### src/rtl/instr_encoder_serializer.sv
// -----------------------------------------------------------------------------
// instr_encoder_serializer
// Packs one instruction (discrete fields plus a format code) into 1..3
// halfwords and streams them out hw0 first. This is the transmit-side partner
// of the instruction decoder. It feeds the boot/debug loader path and the
// decoder stimulus generator.
//
// Ports
//   clk, rst          clock; asynchronous active-high reset
//   in_valid/in_ready instruction handshake (in_ready is combinational)
//   in_fmt            0 NONE, 1 IMM16, 2 IMM32, 3 BLK2, 4 MULTI3, 5..7 illegal
//   in_group..in_num  instruction fields, sampled only on an accept cycle
//   out_valid/out_ready halfword handshake
//   out_hw            current halfword
//   out_first/out_last  out_hw is hw0 / the final halfword
//   err_illegal_fmt   one-cycle pulse after an illegal format is consumed
// -----------------------------------------------------------------------------

`ifndef CPU_HALF_WORD_MSB_POS
`define CPU_HALF_WORD_MSB_POS 15
`endif

// Halfword field layout shared by the encoder and the decoder.
package pkg_instr_enc;
    localparam int unsigned HW_W_C  = `CPU_HALF_WORD_MSB_POS + 1;
    localparam int unsigned REG_W_C = 4;
    localparam int unsigned NUM_W_C = 2;

    localparam logic [2:0] FMT_NONE   = 3'd0;
    localparam logic [2:0] FMT_IMM16  = 3'd1;
    localparam logic [2:0] FMT_IMM32  = 3'd2;
    localparam logic [2:0] FMT_BLK2   = 3'd3;
    localparam logic [2:0] FMT_MULTI3 = 3'd4;

    // hw0: group[15:14], spare[13:12], oper[11:8], ra[7:4], rb[3:0]
    typedef struct packed {
        logic [1:0]         enc_group;
        logic [1:0]         spare;
        logic [3:0]         oper;
        logic [REG_W_C-1:0] ra_index;
        logic [REG_W_C-1:0] rb_index;
    } hw0_t;

    // Four register indices: rc,rd,re,rf in hw1 of MULTI3.
    typedef struct packed {
        logic [REG_W_C-1:0] reg_0;
        logic [REG_W_C-1:0] reg_1;
        logic [REG_W_C-1:0] reg_2;
        logic [REG_W_C-1:0] reg_3;
    } multi_t;

    // Two register indices plus block-move rx/num.
    // Used for hw1 of BLK2 (rc,rd) and hw2 of MULTI3 (rg,rh).
    typedef struct packed {
        logic [REG_W_C-1:0] reg_0;
        logic [REG_W_C-1:0] reg_1;
        logic [REG_W_C-1:0] rx_index;
        logic [1:0]         spare;
        logic [NUM_W_C-1:0] num_regs;
    } blk_t;
endpackage

module instr_encoder_serializer
    import pkg_instr_enc::*;
#(
    parameter int unsigned HW_W      = `CPU_HALF_WORD_MSB_POS + 1,
    parameter int unsigned REG_IDX_W = 4,
    parameter int unsigned NUM_W     = 2
) (
    input  logic                 clk,
    input  logic                 rst,

    input  logic                 in_valid,
    output logic                 in_ready,
    input  logic [2:0]           in_fmt,
    input  logic [1:0]           in_group,
    input  logic [3:0]           in_oper,
    input  logic [REG_IDX_W-1:0] in_ra,
    input  logic [REG_IDX_W-1:0] in_rb,
    input  logic [31:0]          in_imm,
    input  logic [REG_IDX_W-1:0] in_rc,
    input  logic [REG_IDX_W-1:0] in_rd,
    input  logic [REG_IDX_W-1:0] in_re,
    input  logic [REG_IDX_W-1:0] in_rf,
    input  logic [REG_IDX_W-1:0] in_rg,
    input  logic [REG_IDX_W-1:0] in_rh,
    input  logic [REG_IDX_W-1:0] in_rx,
    input  logic [NUM_W-1:0]     in_num,

    output logic                 out_valid,
    input  logic                 out_ready,
    output logic [HW_W-1:0]      out_hw,
    output logic                 out_first,
    output logic                 out_last,
    output logic                 err_illegal_fmt
);

    typedef enum logic {
        ST_IDLE = 1'b0,
        ST_EMIT = 1'b1
    } state_t;

    state_t          state_q, state_d;
    logic [1:0]      idx_q, idx_d;
    logic [1:0]      len_q, len_d;
    logic [HW_W-1:0] hw0_q, hw0_d;
    logic [HW_W-1:0] hw1_q, hw1_d;
    logic [HW_W-1:0] hw2_q, hw2_d;
    logic            err_q, err_d;

    hw0_t            pk_h0;
    multi_t          pk_m;
    blk_t            pk_b;
    logic [HW_W-1:0] pk_hw0, pk_hw1, pk_hw2;
    logic [1:0]      pk_len;
    logic            fmt_legal_c;

    logic            emit_c;
    logic            last_c;
    logic            accept_c;

    // Pack the presented fields. Everything is computed every cycle and only
    // captured on an accept.
    always_comb begin
        pk_h0           = '0;
        pk_h0.enc_group = in_group;
        pk_h0.oper      = in_oper;
        pk_h0.ra_index  = REG_W_C'(in_ra);
        pk_h0.rb_index  = REG_W_C'(in_rb);

        pk_m       = '0;
        pk_m.reg_0 = REG_W_C'(in_rc);
        pk_m.reg_1 = REG_W_C'(in_rd);
        pk_m.reg_2 = REG_W_C'(in_re);
        pk_m.reg_3 = REG_W_C'(in_rf);

        pk_b          = '0;
        pk_b.rx_index = REG_W_C'(in_rx);
        pk_b.num_regs = NUM_W_C'(in_num);

        pk_hw0      = HW_W'(pk_h0);
        pk_hw1      = '0;
        pk_hw2      = '0;
        pk_len      = 2'd1;
        fmt_legal_c = 1'b1;

        case (in_fmt)
            FMT_NONE: begin
                pk_len = 2'd1;
            end
            FMT_IMM16: begin
                pk_len = 2'd2;
                pk_hw1 = HW_W'(in_imm[15:0]);
            end
            FMT_IMM32: begin
                pk_len = 2'd3;
                pk_hw1 = HW_W'(in_imm[31:16]);
                pk_hw2 = HW_W'(in_imm[15:0]);
            end
            FMT_BLK2: begin
                pk_len     = 2'd2;
                pk_b.reg_0 = REG_W_C'(in_rc);
                pk_b.reg_1 = REG_W_C'(in_rd);
                pk_hw1     = HW_W'(pk_b);
            end
            FMT_MULTI3: begin
                pk_len     = 2'd3;
                pk_hw1     = HW_W'(pk_m);
                pk_b.reg_0 = REG_W_C'(in_rg);
                pk_b.reg_1 = REG_W_C'(in_rh);
                pk_hw2     = HW_W'(pk_b);
            end
            default: begin
                fmt_legal_c = 1'b0;
            end
        endcase
    end

    // Handshake decode. During the final halfword handshake, in_ready rises so
    // the next instruction can load with no bubble.
    assign emit_c   = (state_q == ST_EMIT);
    assign last_c   = (idx_q == (len_q - 2'd1));
    assign in_ready = !emit_c || (out_ready && last_c);
    assign accept_c = in_valid && in_ready;

    assign out_valid       = emit_c;
    assign out_first       = emit_c && (idx_q == 2'd0);
    assign out_last        = emit_c && last_c;
    assign err_illegal_fmt = err_q;

    // Output halfword select. The select is forced to zero while idle.
    always_comb begin
        out_hw = '0;
        if (emit_c) begin
            case (idx_q)
                2'd0:    out_hw = hw0_q;
                2'd1:    out_hw = hw1_q;
                default: out_hw = hw2_q;
            endcase
        end
    end

    // Next-state logic.
    always_comb begin
        state_d = state_q;
        idx_d   = idx_q;
        len_d   = len_q;
        hw0_d   = hw0_q;
        hw1_d   = hw1_q;
        hw2_d   = hw2_q;
        err_d   = 1'b0;

        case (state_q)
            ST_IDLE: begin
                if (accept_c) begin
                    if (fmt_legal_c) begin
                        hw0_d   = pk_hw0;
                        hw1_d   = pk_hw1;
                        hw2_d   = pk_hw2;
                        len_d   = pk_len;
                        idx_d   = 2'd0;
                        state_d = ST_EMIT;
                    end else begin
                        err_d = 1'b1;
                    end
                end
            end
            ST_EMIT: begin
                if (accept_c) begin
                    // accept_c here implies the last halfword was taken
                    if (fmt_legal_c) begin
                        hw0_d   = pk_hw0;
                        hw1_d   = pk_hw1;
                        hw2_d   = pk_hw2;
                        len_d   = pk_len;
                        idx_d   = 2'd0;
                        state_d = ST_EMIT;
                    end else begin
                        err_d   = 1'b1;
                        state_d = ST_IDLE;
                    end
                end else if (out_ready) begin
                    if (last_c) begin
                        state_d = ST_IDLE;
                    end else begin
                        idx_d = idx_q + 2'd1;
                    end
                end
            end
            default: begin
                state_d = ST_IDLE;
            end
        endcase
    end

    // State registers.
    always_ff @(posedge clk or posedge rst) begin
        if (rst) begin
            state_q <= ST_IDLE;
            idx_q   <= 2'd0;
            len_q   <= 2'd1;
            hw0_q   <= '0;
            hw1_q   <= '0;
            hw2_q   <= '0;
            err_q   <= 1'b0;
        end else begin
            state_q <= state_d;
            idx_q   <= idx_d;
            len_q   <= len_d;
            hw0_q   <= hw0_d;
            hw1_q   <= hw1_d;
            hw2_q   <= hw2_d;
            err_q   <= err_d;
        end
    end

endmodule

### config.mk
export PLATFORM = sky130hd
export DESIGN_NAME = instr_encoder_serializer
export DESIGN_NICKNAME = d
export VERILOG_FILES = /design/src/rtl/instr_encoder_serializer.sv
export SDC_FILE = /design/constraint.sdc
export NUM_CORES = 1
export LEC_CHECK = 0
export CAP_MARGIN = 20
export CORE_ASPECT_RATIO = 0.5
export CORE_MARGIN = 3
export CORE_UTILIZATION = 30
export DETAILED_ROUTE_END_ITERATION = 8
export GPL_TIMING_DRIVEN = 0
export PLACE_DENSITY = 0.64
export REMOVE_ABC_BUFFERS = 1
export SLEW_MARGIN = 10
export SYNTH_ARGS = -nofsm -noshare
export SYNTH_HDL_FRONTEND = slang
export SYNTH_SLANG_ARGS = --single-unit
### constraint.sdc
create_clock -name clk -period 2.3 [get_ports clk]
set_clock_uncertainty 0.05 [all_clocks]
set_input_delay 0.46 -clock clk [delete_from_list [all_inputs] [get_ports clk]]
set_output_delay 0.46 -clock clk [all_outputs]
set_load 0.01 [all_outputs]
==> results.txt <==
The flow ran to the end, and the final reports show no timing, DRC or antenna violations. The synthesized netlist contains 45 unique library cells. The maximum number of pins on one net before global-route repair came out at 32. After clock tree synthesis, the clock-pin slew on the worst setup and hold paths is 0.07 ns.

The worst setup path is captured at a primary output. The count of yosys warnings during synthesis is 0. Leaving out fill and tap cells, the most frequent cell in the layout is sky130_fd_sc_hd__clkdlybuf4s50_1. Measured on the finished design, the core utilization comes to 0.4836. Of the synthesized area, sequential elements account for 0.4203.

For this design, the sink count on the clock tree is 52. The total global-route track usage came out at 0.1839. The final total negative setup slack came out at 0 ns. The area of the placeable core came out at 0.009759 mm^2.

Measured in cells, the most critical reg-to-reg path has a length of 6. The endpoint of the worst-slack reg-to-reg timing path is hw2_q[0]. The final number of max-transition violations was 0. The clock tree from TritonCTS is yes. The required arrival time at the worst endpoint is between 1.5 and 2 ns. The final RePlAce weighted congestion came out at slightly below 0.8.

The average instance in the mapped netlist occupies around 11 um^2. The cell total after placement is between 500 and 600. The floorplan has 25 rows. The routed via count is around 2900. The reg2reg setup slack came out at around 0.11 ns.

Clock tree synthesis selected as its root buffer the cell sky130_fd_sc_hd__clkbuf_16. The repair_antennas step left the layout with diodes totalling 0. Prior to clock tree synthesis, the placed netlist has a worst setup slack of -1.498 ns. The remaining global-route overflow came out at 0. In the final layout, the share of cells above drive strength 1 is 0.2727. Traced cell by cell, the critical path runs through inv_4 > ha_4 > buf_4 > buf_4 > a22oi_1 > a21oi_2 > buf_2. The worst ir drop on vdd came out at approximately 400 uV. In this run the worst setup path terminates at out_hw[6]. The initial antenna violation count is 0. The count of non-filler cells in the finished layout is between 500 and 600. The remaining antenna violation count is 0. Setup repair after global routing could not meet its margin everywhere. The worst register-to-register path begins at idx_q[1]. The total half-perimeter wirelength after legalization and detailed placement came out at a little under 7000 um. The number of synthesized flops with an enable pin is 0. The static leakage is around 2 nW. The worst max-slew margin expressed relative to the limit came out at 0.5086. The most repeated library cell on the critical path is sky130_fd_sc_hd__buf_4. The total clock buffers created by CTS came out at 5. The post-synthesis to final-layout area growth is 52.28%. After technology mapping, the gate count stands at 288. The starting density of the core came out at 0.3176.

The number of global-route vias before repair came out at 2944. The path class of the tightest hold or removal check is flop to flop. The final routed wire length divided by cell count is 19.64 um. The final critical-path share of the clock period is 0.9819.

For this run, design rule violations remaining after detail routing come to 0. The signal arrival time at the worst endpoint came out at roughly 1.8 ns. The clock reaches the later pin of the worst-skew pair after 0.29 ns. In this run the vertical extent of the chip is roughly 78 um. The via density per instance came out at ~5.3. The critical path starts at idx_q[1]. The largest total area in the synthesized netlist belongs to sky130_fd_sc_hd__dfrtp_1. The largest stage delay on the critical path came out at about 0.45 ns. The number of storage elements in the synthesis netlist came out at 52. Sorting the synthesized cells by area gives the leading types as sky130_fd_sc_hd__dfrtp_1, sky130_fd_sc_hd__a22o_1, sky130_fd_sc_hd__mux2_4, sky130_fd_sc_hd__o2bb2ai_1, sky130_fd_sc_hd__a22oi_1. The prevailing post-synth register cell is sky130_fd_sc_hd__dfrtp_1. The worst setup path is launched from a flop. The critical path is of the flop to primary output type. The number of max-capacitance violations reported is 0. The largest driver fanout on the critical path came out at 5. The synthesized area is 0.003099 mm^2. Subtracting the final worst setup slack from the clock period gives around 2.3 ns. The die outline width came out at 149.7 um. The first global-routing pass estimated between 15000 and 20000 um of wire.

The power density over the cells is ~1200 mW/mm^2. The count of buffers added on input and output ports is a little over 100. The hold violation count in the final report is 0. The share of synthesized area in the top cell type comes to 0.4118.

The slew at the pin with the worst max-slew slack is 0.7361 ns. The proportion of register bits with asynchronous set or reset after synthesis came out at 1.000. The worst setup margin is 0.04164 ns. The die covers between 0.01 and 0.015 mm^2. The count of nets after finishing is just under 500. The total routed wirelength is 10650 um. Setup violations remaining at the end of the flow were counted as 0. The slowest cell on the critical path is sky130_fd_sc_hd__dfrtp_2. In this run the number of H-tree levels came out at 2. The deepest clock path buffer count came out at 2. For this block, the initial DRC count from the detailed router was 229. The top cell types in the final layout, fill and taps aside, are sky130_fd_sc_hd__clkdlybuf4s50_1, sky130_fd_sc_hd__dfrtp_1, sky130_fd_sc_hd__a22o_1, sky130_fd_sc_hd__buf_4. The maximum operating frequency is ~0.44 GHz. The length of the first detailed-routing pass in iterations came out at 4. The number of top-level pins came out at 104.
cell type report:
| cell class | instances | area, um^2 |
|---|---|---|
| Tap cell | 135 | 168.9 |
| Sequential cell | 52 | 1306 |
| Timing Repair Buffer | 135 | 1269 |
| Timing Repair inverter | 1 | 7.507 |
| Clock buffer | 5 | 125.1 |
| Inverter | 5 | 25.02 |
| Clock inverter | 2 | 60.06 |
| Fill cell | 914 | 5040 |
| Multi-Input combinational cell | 207 | 1758 |
worst min path at each step:
stage / from / depth (start not counted) / end
floorplan: hw1_q[12] / 1 / hw1_q[12]
global placement: hw1_q[12] / 1 / hw1_q[12]
detailed placement: hw1_q[6] / 1 / hw1_q[6]
CTS: hw1_q[4] / 1 / hw1_q[4]
global route: hw1_q[4] / 1 / hw1_q[4]
finish: hw1_q[4] / 1 / hw1_q[4]
where the power goes:
group | switching [mW] | internal [mW] | total, mW
registers | 0.317 | 1.35 | 1.67
logic | 1.40 | 1.62 | 3.03
clock network | 0.339 | 0.618 | 0.957
worst max-delay path: cells and delay by family, from the launching register on:
| kind | cells | cell delay (ns) |
|---|---|---|
| buf+inv | 4 | 0.51 |
| flops | 1 | 0.45 |
| compound gates | 2 | 0.29 |
| fa+ha+maj | 1 | 0.20 |
timing repair:
item	CTS	global route
gates resized for setup	81	27
gates cloned	2	0
hold buffers	0	0
setup endpoints to repair	70	26
setup buffers	23	6
pin swaps	4	5
layer usage:
layer	vias up	routed length, um	global-route usage
li1	1346	-	-
met1	1468	4740	0.2422
met2	56	5494	0.3248
met3	8	319	0.02684
met4	0	92	0.03376
met5	-	0	0
metrics by stage:
| stage | power (mW) | hold slack, ns | instance area (um^2) |
|---|---|---|---|
| 2_1_floorplan | 3.036 | 0.4064 | 2964 |
| 3_3_place_gp | 4.071 | 0.4218 | 4164 |
| 3_5_place_dp | 4.119 | 0.4245 | 4214 |
| 4_1_cts | 5.611 | 0.4430 | 4727 |
| 5_1_grt | 5.977 | 0.4559 | 4720 |
| 6_report | 5.653 | 0.4380 | 4720 |
synthesized netlist by cell type (all sizes together), types with 2 or more instances:
cell	number
o21ai	6
and3b	2
a2bb2oi	2
a211oi	9
a21oi	20
mux2i	12
nor3b	2
buf	12
ha	2
a32o	3
dfrtp	51
o2bb2ai	15
nand3	2
clkbuf	13
mux2	20
and2	4
nor2b	3
a222oi	5
and3	8
a22oi	16
nand2	18
a22o	29
inv	5
nor2	16
nand2b	4
logic make-up (layout without fill, tap and decap cells):
family,after synthesis,in the layout,synth area share
AOI/OAI and AO/OA,110,111,0.2858
and+or+nand+nor,61,61,0.09851
DFF,52,52,0.4203
muxes,32,32,0.1288
buffers and inverters,30,148,0.04966
adders and majority gates,2,2,0.008073
xor gates and xnor gates,1,1,0.008883
flip-flops by register name, summed over array words and instances (netlist names):
signal           count
idx_q                2
hw1_q               16
hw0_q               14
hw2_q               16
len_q                2
err_illegal_fmt      1
out_valid            1
Note: power is estimated with default switching activity, not from simulation.
